[src/rtl/bus_pkg.sv]
// Shared bus definitions for the SRAM-like to AXI4 bridges.
// Holds the AXI response codes, the MEM-side transfer size encodings and the
// bridge state enumeration.
package bus_pkg;

    localparam int unsigned DATA_W = 32;
    localparam int unsigned STRB_W = DATA_W / 8;

    // AXI response codes
    localparam logic [1:0] OKAY   = 2'd0;
    localparam logic [1:0] EXOKAY = 2'd1;
    localparam logic [1:0] SLVERR = 2'd2;
    localparam logic [1:0] DECERR = 2'd3;

    // MEM-side transfer size encodings (log2 of byte count)
    localparam logic [1:0] SIZE_BYTE = 2'd0;
    localparam logic [1:0] SIZE_HALF = 2'd1;
    localparam logic [1:0] SIZE_WORD = 2'd2;

    typedef enum logic [2:0] {
        IDLE    = 3'd0,
        RD_ADDR = 3'd1,
        RD_DATA = 3'd2,
        WR_REQ  = 3'd3,
        WR_RESP = 3'd4
    } bridge_state_t;

endpackage

[src/rtl/wstrb_gen.sv]
// Byte-lane strobe generator: maps (size, addr[1:0]) to a 4-bit write strobe.
// Ports:
//   size   in  2  SIZE_BYTE / SIZE_HALF / SIZE_WORD
//   offset in  2  low address bits
//   wstrb  out 4  combinational byte-lane enables
// Lanes shifted past bit 3 are dropped; words always enable all lanes.
module wstrb_gen
    import bus_pkg::*;
(
    input  logic [1:0]        size,
    input  logic [1:0]        offset,
    output logic [STRB_W-1:0] wstrb
);

    always_comb begin
        wstrb = '1;
        case (size)
            SIZE_BYTE: wstrb = 4'b0001 << offset;
            SIZE_HALF: wstrb = 4'b0011 << offset;
            default:   wstrb = '1;
        endcase
    end

endmodule

[src/rtl/data_axi_bridge.sv]
// Data-side bridge: MEM stage SRAM-like bus -> single-beat AXI4 read/write.
// One transaction outstanding at a time.
// Ports:
//   clk, rst                      clock, async active-high reset
//   data_req/wr/size/addr/wdata   request from MEM
//   data_addr_ok                  request accepted this cycle (comb)
//   data_data_ok, data_rdata      completion pulse and load data (comb)
//   ar*/r*                        AXI read address / read data channels
//   aw*/w*/b*                     AXI write address / data / response channels
//   data_err                      registered error pulse (only with DATA_AXI_BUS_ERR_EN)
// Optional feature macro: DATA_AXI_BUS_ERR_EN adds SLVERR/DECERR reporting.
module data_axi_bridge
    import bus_pkg::*;
#(
    parameter int unsigned            ADDR_WIDTH = 32,
    parameter logic [ADDR_WIDTH-1:0]  ADDR_MASK  = ADDR_WIDTH'(32'hFFFF_FFFF)
)
(
    input  logic                  clk,
    input  logic                  rst,
    input  logic                  data_req,
    input  logic                  data_wr,
    input  logic [1:0]            data_size,
    input  logic [ADDR_WIDTH-1:0] data_addr,
    input  logic [DATA_W-1:0]     data_wdata,
    output logic                  data_addr_ok,
    output logic                  data_data_ok,
    output logic [DATA_W-1:0]     data_rdata,
    output logic [ADDR_WIDTH-1:0] araddr,
    output logic [2:0]            arsize,
    output logic                  arvalid,
    input  logic                  arready,
    input  logic [DATA_W-1:0]     rdata,
    input  logic [1:0]            rresp,
    input  logic                  rvalid,
    output logic                  rready,
    output logic [ADDR_WIDTH-1:0] awaddr,
    output logic [2:0]            awsize,
    output logic                  awvalid,
    input  logic                  awready,
    output logic [DATA_W-1:0]     wdata,
    output logic [STRB_W-1:0]     wstrb,
    output logic                  wvalid,
    input  logic                  wready,
    input  logic [1:0]            bresp,
    input  logic                  bvalid,
`ifdef DATA_AXI_BUS_ERR_EN
    output logic                  data_err,
`endif
    output logic                  bready
);

    bridge_state_t         state_q;
    bridge_state_t         state_d;

    logic [ADDR_WIDTH-1:0] addr_q;
    logic [1:0]            size_q;
    logic [DATA_W-1:0]     wdata_q;
    logic [STRB_W-1:0]     strb_q;
    logic [STRB_W-1:0]     strb_c;
    logic                  aw_done;
    logic                  w_done;

    logic                  aw_hs;
    logic                  w_hs;
    logic                  aw_all;
    logic                  w_all;

    assign aw_hs  = awvalid & awready;
    assign w_hs   = wvalid & wready;
    // A channel counts as done if it completed earlier or completes now
    assign aw_all = aw_done | aw_hs;
    assign w_all  = w_done | w_hs;

    wstrb_gen u_wstrb_gen (
        .size   (data_size),
        .offset (data_addr[1:0]),
        .wstrb  (strb_c)
    );

    // State register
    always_ff @(posedge clk or posedge rst) begin
        if (rst) begin
            state_q <= IDLE;
        end else begin
            state_q <= state_d;
        end
    end

    // Next-state logic
    always_comb begin
        state_d = state_q;
        case (state_q)
            IDLE:    if (data_req) state_d = data_wr ? WR_REQ : RD_ADDR;
            RD_ADDR: if (arready)  state_d = RD_DATA;
            RD_DATA: if (rvalid)   state_d = IDLE;
            WR_REQ:  if (aw_all && w_all) state_d = WR_RESP;
            WR_RESP: if (bvalid)   state_d = IDLE;
            default: state_d = IDLE;
        endcase
    end

    // Combinational MEM-side handshakes and AXI ready signals
    always_comb begin
        data_addr_ok = 1'b0;
        data_data_ok = 1'b0;
        data_rdata   = '0;
        rready       = 1'b0;
        bready       = 1'b0;
        case (state_q)
            IDLE:    data_addr_ok = data_req;
            RD_DATA: begin
                rready       = 1'b1;
                data_data_ok = rvalid;
                data_rdata   = rvalid ? rdata : '0;
            end
            WR_RESP: begin
                bready       = 1'b1;
                data_data_ok = bvalid;
            end
            default: ;
        endcase
    end

    // Request latch and registered AXI valids
    always_ff @(posedge clk or posedge rst) begin
        if (rst) begin
            addr_q  <= '0;
            size_q  <= '0;
            wdata_q <= '0;
            strb_q  <= '0;
            aw_done <= 1'b0;
            w_done  <= 1'b0;
            arvalid <= 1'b0;
            awvalid <= 1'b0;
            wvalid  <= 1'b0;
        end else if (data_addr_ok) begin
            addr_q  <= data_addr & ADDR_MASK;
            size_q  <= data_size;
            wdata_q <= data_wdata;
            strb_q  <= strb_c;
            aw_done <= 1'b0;
            w_done  <= 1'b0;
            arvalid <= ~data_wr;
            awvalid <= data_wr;
            wvalid  <= data_wr;
        end else begin
            if (arvalid && arready) arvalid <= 1'b0;
            if (aw_hs) begin
                awvalid <= 1'b0;
                aw_done <= 1'b1;
            end
            if (w_hs) begin
                wvalid <= 1'b0;
                w_done <= 1'b1;
            end
        end
    end

    assign araddr = addr_q;
    assign awaddr = addr_q;
    assign arsize = {1'b0, size_q};
    assign awsize = {1'b0, size_q};
    assign wdata  = wdata_q;
    assign wstrb  = strb_q;

`ifdef DATA_AXI_BUS_ERR_EN
    logic [1:0] resp_c;
    logic       resp_err_c;

    assign resp_c     = (state_q == RD_DATA) ? rresp : bresp;
    assign resp_err_c = (resp_c == SLVERR) || (resp_c == DECERR);

    // Error pulse lands the cycle after the failing completion
    always_ff @(posedge clk or posedge rst) begin
        if (rst) begin
            data_err <= 1'b0;
        end else begin
            data_err <= data_data_ok & resp_err_c;
        end
    end
`else
    logic unused_resp;
    assign unused_resp = ^{rresp, bresp};
`endif

endmodule

[config.mk]
export PLATFORM = sky130hd
export DESIGN_NAME = data_axi_bridge
export DESIGN_NICKNAME = d
export VERILOG_FILES = /design/src/rtl/bus_pkg.sv /design/src/rtl/wstrb_gen.sv /design/src/rtl/data_axi_bridge.sv
export SDC_FILE = /design/constraint.sdc
export NUM_CORES = 1
export LEC_CHECK = 0
export ABC_AREA = 0
export CAP_MARGIN = 20
export CELL_PAD_IN_SITES_DETAIL_PLACEMENT = 1
export CELL_PAD_IN_SITES_GLOBAL_PLACEMENT = 1
export CORE_UTILIZATION = 24
export DETAILED_ROUTE_END_ITERATION = 7
export GPL_TIMING_DRIVEN = 0
export PLACE_DENSITY = 0.82
export RECOVER_POWER = 25
export SYNTH_ARGS = -nofsm -noshare
export SYNTH_HDL_FRONTEND = slang
export SYNTH_SLANG_ARGS = --single-unit
export TNS_END_PERCENT = 20
[constraint.sdc]
create_clock -name clk -period 2.3 [get_ports clk]
set_input_delay 0.345 -clock clk [delete_from_list [all_inputs] [get_ports clk]]
set_output_delay 0.345 -clock clk [all_outputs]
set_load 0.1 [all_outputs]
; Yosys cells after proc, flatten, opt, wreduce, memory -nomap -nowiden
; Index checks and enable logic that the tools add are counted.
[totals]
input_bits = 111
regBits = 78
[classes]
bitwise = 5
reduce_logical = 8
shift = 2
n_eq_ne = 10
mux = 24
[op_table]
columns = operator, count
row1 = $mux 32, 2
row2 = $mux 3, 5
row3 = $pmux 3 s5, 1
row4 = $mux 1, 13
row5 = $ne 2x2->1 const B, 5
row6 = $pmux 4 s2, 1
row7 = $eq 3x2->1 const B, 2
row8 = $reduce_bool 2->1, 3
row9 = $reduce_and 5->1, 1
row10 = $shl 1x2->4 const A, 1
row11 = $shl 2x2->4 const A, 1
row12 = $eq 3x1->1 const B, 1
row13 = $eq 3x3->1 const B, 1
row14 = $logic_not 3->1, 1
row15 = $and 1x1->1, 2
row16 = $eq 2x1->1 const B, 1
row17 = $logic_and 1x1->1, 2
row18 = $logic_not 2->1, 1
row19 = $mux 2, 1
row20 = $or 1x1->1, 2
row21 = $pmux 1 s2, 1
row22 = $not 1->1, 1

; Longest topological paths before layout
[depth]
word_depth = 5
depth_mapped = 6

; Hierarchy
; From an unflattened synthesis, not the netlist that was laid out.
[hier_totals]
cells_unflattened = 270
area_unflattened_um2 = 3549.7
[modules_own_cells]
columns = mod, instances, area_each_um2, cells_per_inst, seq_area_each_um2
row1 = data_axi_bridge, 1, 3498.4, 262, 1951.9
row2 = wstrb_gen, 1, 51.3, 8, 0.0

; Worst setup path before layout
; Ideal clock, no wire load.
[synth_path]
kind = register -> output
start = register state_q[0]
end = output port data_rdata[22]
stages_incl_launch_ff = 5
t_arrival_ps = 2175
slack_ps = -220
cell_sequence = dfrtp_1 > buf_6 > nor3b_2 > buf_2 > and3_1
[synth_via]
elab_chain_cells = 2
[synth_lines]
columns = item, line_no
row1 = start: declaration, data_axi_bridge.sv:53  ; bridge_state_t state_q;
row2 = start signal: assignment, data_axi_bridge.sv:86  ; state_q <= state_d;
row3 = $eq 3x2->1, data_axi_bridge.sv:110  ; case (state_q)
row4 = $mux 32, data_axi_bridge.sv:110
row5 = end: declaration, data_axi_bridge.sv:28  ; output logic [DATA_W-1:0] data_rdata,
; Every way passes these cells.

; Worst setup path in the final report
[layout_path]
start = register state_q[0]
end = output port data_rdata[17]
; Same word-level chain as after synthesis.

==> results.json <==
{
  "dp_slack_ns": -0.766,
  "synthToLayoutAreaGrowth_pct": 77.7,
  "critical_path_peak_fanout": 10,
  "grt_pass1_vias": 3392,
  "avgSynthCellArea_um2": 14.1,
  "final_common_cell": "clkdlybuf4s50_1",
  "tightest_slew_ns": 1.02,
  "synth.distinct_cells": 31,
  "cts_buffer_depth": 2,
  "numPortBuffers": 249,
  "synthSimpleGateAreaFrac_pct": 8.18,
  "syn_inst": 273,
  "rr_endpoint": "wdata[0]",
  "yosys_most_used_dff": "dfrtp_1",
  "required_ns": 1.96,
  "crit_arrival_ns": 1.92,
  "htree_levels": 3,
  "max_stage_delay_ns": 0.37,
  "ant_nets": 0,
  "grt_max_degree": 42,
  "nNetsFinal": 646,
  "tns_ns": 0,
  "final_layout_size_suffix_gt1_share_pct": 39.4,
  "antenna_found_initial": 0,
  "slew_headroom_pct": 31.6,
  "start_util_pct": 24.9,
  "max_freq_ghz": 0.442,
  "tritoncts": "yes",
  "hold_buffers": 0,
  "io_pins": 256,
  "setup_viol": 0,
  "min_to": "wdata[1]",
  "overflow": 0,
  "maxCapViolations": 0,
  "syn_area_um2": 3840,
  "clk_pin_slew_ns": 0.05,
  "cts.sinks": 78,
  "reg2reg_setup_slack_ns": 0.63,
  "synth_top_family_by_area": "multiplexers",
  "grt_pass1_wl_um": 18700,
  "ys_seq_area_share_pct": 50.8,
  "hold_class": "reg -> reg",
  "drc": 0,
  "vias": 3080,
  "fin_crit_ns": 2.26,
  "die-area_um2": 16500,
  "wl_per_cell_um": 16.9,
  "gp_congestion": 0.737,
  "routed_via_density": 4.10,
  "rr_startpoint": "state_q[0]",
  "hp-start": "wdata[1]",
  "post-route-period-util_pct": 98.3,
  "critPathCaptureType": "output port",
  "synth_edf_count": 0,
  "drt_iter0_markers": 81,
  "status": "finished clean",
  "core_area_um2": 15400,
  "synth_top_cell_area_share_pct": 50.8,
  "synth.largest_area_cell": "dfrtp_1",
  "path_buf_inv": 3,
  "layout_setup_ws_ns": 0.0399,
  "worst_path_max_delay_cell": "dfrtp_1",
  "fp-row-count": 45,
  "routed_wl_um": 12700,
  "drv_slew": 0,
  "yosysWarnings": 0,
  "crit_path_start_kind": "flip-flop",
  "synthXorXnorAreaFrac_pct": 0,
  "antenna_cells": 0,
  "drtPass1Iterations": 4,
  "r2r_cells": 5,
  "clk_root_buffer_cell": "clkbuf_16",
  "path_class": "reg -> out",
  "clk_latency_ns": 0.33,
  "ys_ff_latch": 78,
  "crit_path_cell_trace": "buf_6, nor3b_4, clkbuf_2, and3_1, buf_4",
  "async_flop_share_pct": 100,
  "final_core_util_pct": 44.2,
  "cts_buffers": 9,
  "min_path_cells": 1,
  "fill_cells": 1658,
  "finalHoldViolCount": 0,
  "grtUsageTotal_pct": 14.9,
  "synth_compound_area_share_pct": 3.09,
  "synth_fa_ha_area_share_pct": 0,
  "yosys-mux-area-fraction_pct": 25.5,
  "path_delay_family": "buffers and inverters",
  "layout_common_cells": "clkdlybuf4s50_1 (176), buf_4 (86), dfrtp_1 (77), mux2_4 (60), and3_1 (23)",
  "finClkSkew_ns": 0.00859,
  "hpwl_um": 9860,
  "synth.area.top_cells": "dfrtp_1 (51%), mux2_4 (23%), buf_4 (7.2%)",
  "fp.dieH_um": 129,
  "die-width_um": 129
}
-- Yosys cell counts (2+ instances only) --
library cell	instances
dfrtp_1	78
mux2_4	60
buf_4	37
and3_1	32
a21oi_1	9
nor2_1	9
buf_12	6
clkbuf_1	5
mux2_1	5
inv_1	4
nand2b_1	3
a31oi_1	2
buf_6	2
nand2_1	2
nand3b_1	2
o21ai_0	2
-- sequential cells by signal (all words and copies together), names as in the netlist, 2 cells and up --
register	count
size_q	2
wdata	32
araddr	32
state_q	3
wstrb	4
-- how the worst max path moves through the flow --
stage               startpoint        endpoint  slack, ns  depth (start not counted)
floorplan           state_q[0]  data_rdata[22]       0.06                          4
global placement      data_req    data_addr_ok      -0.76                          5
detailed placement    data_req    data_addr_ok      -0.77                          5
CTS                 state_q[0]          bready      -0.07                          5
global route        state_q[0]  data_rdata[17]      -0.04                          5
finish              state_q[0]  data_rdata[17]       0.04                          5
-- metal layers --
| metal | wire, um | global-route usage, % |
|---|---|---|
| met1 | 4780 | 16.2 |
| met2 | 7140 | 28.2 |
| met3 | 535 | 2.49 |
| met4 | 235 | 6.71 |
| met5 | 0 | 0 |
-- cells by family after synthesis --
logic type,count (synthesis)
muxes,67
AOI/OAI and AO/OA,19
and+or+nand+nor,52
buffers and inverters,56
other,1
DFF,78
-- through the flow --
stage / hold WS (ns) / area (um2) / instances
after floorplan: 0.436 / 3860 / 274
after global placement: 0.470 / 6620 / 734
after detailed placement: 0.483 / 6640 / 735
after CTS: 0.497 / 6800 / 751
after global routing: 0.522 / 6830 / 751
final: 0.492 / 6830 / 751
-- timing repair --
item / in CTS / in global routing
gates cloned: 0 / 0
resized for setup: 235 / 26
setup endpoints to repair: 67 / 40
setup buffers: 0 / 0
-- layout make-up --
| cell class | instances | area [um2] | share of cell area (%) |
|---|---|---|---|
| timing repair buffer | 250 | 2380 | 34.9 |
| sequential | 78 | 1950 | 28.6 |
| multi-input combinational | 140 | 1440 | 21.1 |
| buffer | 52 | 462 | 6.76 |
| tap | 211 | 264 | 3.87 |
| clock buffer | 11 | 253 | 3.70 |
| clock inverter | 5 | 57.6 | 0.843 |
| inverter | 4 | 18.8 | 0.275 |
-- worst reg2reg max path: cells and delay by family, from the launching register on --
kind                   cells  cell delay, ns
buffers and inverters      3            0.57
flip-flops                 1            0.37
multiplexers               1            0.34
AND/OR/NAND/NOR            1            0.28
Power is not shown: default switching activity piles up to over one toggle a cycle in this logic, so the estimate is an artifact.
==> variant (same settings) <==
`DATA_W`: 32 -> 16.
--- a/src/rtl/bus_pkg.sv
+++ b/src/rtl/bus_pkg.sv
@@ -4,5 +4,5 @@
 package bus_pkg;
 
-    localparam int unsigned DATA_W = 32;
+    localparam int unsigned DATA_W = 16;
     localparam int unsigned STRB_W = DATA_W / 8;
 
Interface: changed (5 resized); port bits go from 256 to 190. No check against the original RTL was run, so the function may have changed too.
==> variant against the unedited design <==
  * Final area is 27% lower
  * Synthesized area is 28% lower
  * Setup slack hardly changed
  * Sequential cell count is 18 lower
  * Routed wire length is 31% lower
  * Critical path type unchanged
  * Highest routed layer unchanged
Power is not shown: default switching activity piles up to over one toggle a cycle in this logic, so the estimate is an artifact.
==> variant: results (changes against the unedited design) <==
INFO  metric outcome = complete, no violations
INFO  metric number_of_flops_mapped_to_enable_cells_by_yosys = 0 (unchanged)
INFO  metric path_clk_slew = 0.05 ns (about the same)
INFO  metric drive_gt1_frac = 0.430 (+0.0359)
INFO  metric worst_r2r_path_depth = 5 (unchanged)
INFO  metric ys_top_cells_by_area = sky130_fd_sc_hd__dfrtp_1 55%, sky130_fd_sc_hd__mux2_2 20%, sky130_fd_sc_hd__buf_4 10%
INFO  metric synthArstFlopShare = 1.00 (unchanged)
INFO  metric placement.cell_area = 4810 um2 (-28%)
INFO  metric synth_flop_type = sky130_fd_sc_hd__dfrtp_1
INFO  metric first_global_vias = 2480 (-27%)
INFO  metric number_of_violations_reported_at_the_end_of_detailed_routing_iteration_0 = 64 (-21%)
INFO  metric top_cells_by_instance_count_after_synthesis = 60 x sky130_fd_sc_hd__dfrtp_1, 50 x sky130_fd_sc_hd__mux2_2, 38 x sky130_fd_sc_hd__buf_4
INFO  metric cts_max_level = 3 (unchanged)
INFO  metric filler_cell_count = 1207 (-27%)
INFO  metric hpwlAfterDp = 6.70 mm (-32%)
INFO  metric largest_register_ffs = 32
INFO  metric insertedDiodeCount = 0 (unchanged)
INFO  metric timing.hold.worst_path_depth = 1 (unchanged)
INFO  metric timing.hold.worst.class = register to register
INFO  metric maximum_number_of_pins_on_one_net_before_global_route_repair = 36 (-14%)
INFO  metric grt_antenna_before_repair = 0 (unchanged)
INFO  metric grt_usage = 0.146 (-0.00325)
INFO  metric finalWeightedCongestion = 0.689 (-6.4%)
INFO  metric route.detailed.wl_per_inst = 15.9 um (-5.8%)
INFO  metric timing.slew.headroom = 0.307 (-0.00943)
INFO  metric seq_area_frac_synth = 0.545 (+0.0371)
INFO  metric root_buffer = sky130_fd_sc_hd__clkbuf_16
INFO  metric via_per_inst = 4.24 (+3.4%)
INFO  metric critical-path-top-delay-family = buffers and inverters
INFO  metric grt_pass1_wl = 12.9 mm (-31%)
INFO  metric cts-buffers-inserted = 9 (unchanged)
INFO  metric critPathMaxStageDelay = 1.12 ns (+0.75 ns)
INFO  metric post_layout_nets = 486 (-25%)
INFO  metric port_buffers = 183 (-27%)
INFO  metric ys_types = 25 (-19%)
INFO  metric clockBufferDepth = 2 (unchanged)
INFO  metric crit_path_max_fanout = 3 (-7)
INFO  metric clkLatencyLatePin = 0.32 ns
INFO  metric master_of_the_slowest_instance_on_the_critical_path = sky130_fd_sc_hd__clkdlybuf4s50_1
INFO  metric dr.pass1.iters = 3 (-1)
INFO  metric worstPathArrival = 1.92 ns (about the same)
INFO  metric fin_worst_skew = 0.00693 ns (-0.00166 ns)
INFO  metric synthesis.yosys.warnings = 0 (unchanged)
-- variant: cell count changes after synthesis, sizes merged, moves of 2 or more --
cell / delta
nor2: -2
a21oi: -5
clkbuf: -4
o31ai: +2
buf: -2
inv: -3
mux2: -16
dfrtp: -18
a31oi: -2
and3: -16
-- variant: per-stage QoR --
step	setup slack [ns]	cells	utilization
after detailed placement	-1.02	534	0.436
after CTS	0.0000917	548	0.454
after global placement	-1.00	533	0.434
after global routing	0.000821	549	0.450
final	0.0394	549	0.450
after floorplan	-0.0634	210	-
-- variant: per-layer routing --
layer  vias to the layer above  share of wire  global-route usage
met4                         0         0.0077              0.0550
met5                         -              0                   0
li1                       1081              -                   -
met2                       123           0.52               0.264
met3                         5           0.11              0.0574
met1                      1120           0.37               0.150
-- variant: area by class of cell --
type,instances,area [um2],area share
Sequential cell,60,1500,0.303
Clock inverter,3,40.0,0.00807
Timing Repair Buffer,185,1700,0.342
Multi-Input combinational cell,104,945,0.190
Buffer,46,358,0.0721
Tap cell,140,175,0.0353
Clock buffer,10,239,0.0482
Inverter,1,3.75,0.000757
-- variant: path summary, 6_finish.rpt --
path	start	end	slack, ns
max	araddr[30]$_DFFE_PP0P_	awaddr[30]	0.04
min	wdata[8]$_DFFE_PP0P_	wdata[8]$_DFFE_PP0P_	0.51
max reg2reg	state_q[0]$_DFFE_PP0P_	araddr[30]$_DFFE_PP0P_	0.48
min reg2reg	wdata[8]$_DFFE_PP0P_	wdata[8]$_DFFE_PP0P_	0.51
max in group asynchronous	rst	wdata[14]$_DFFE_PP0P_	0.40
min in group asynchronous	rst	araddr[15]$_DFFE_PP0P_	0.74
-- variant: kinds of logic after synthesis --
group | share of synthesized area
DFF | 0.545
muxes | 0.208
buffers and inverters | 0.130
and+or+nand+nor | 0.0800
AOI/OAI and AO/OA | 0.0350
other | 0.00136
-- variant: repair_timing --
| item | CTS | global route |
|---|---|---|
| resized for setup | 119 | 23 |
| setup endpoints to repair | 30 | 34 |
| pin swaps | 1 | 1 |
| cloned | 0 | 1 |
| setup buffers | 1 | 0 |
-- variant: worst reg2reg max path: stages (launching register included) --
cell and delay (ns):
sky130_fd_sc_hd__dfrtp_1 0.36, sky130_fd_sc_hd__buf_2 0.21, sky130_fd_sc_hd__nor4b_4 0.35, sky130_fd_sc_hd__buf_4 0.25
sky130_fd_sc_hd__buf_6 0.19, sky130_fd_sc_hd__mux2_2 0.35
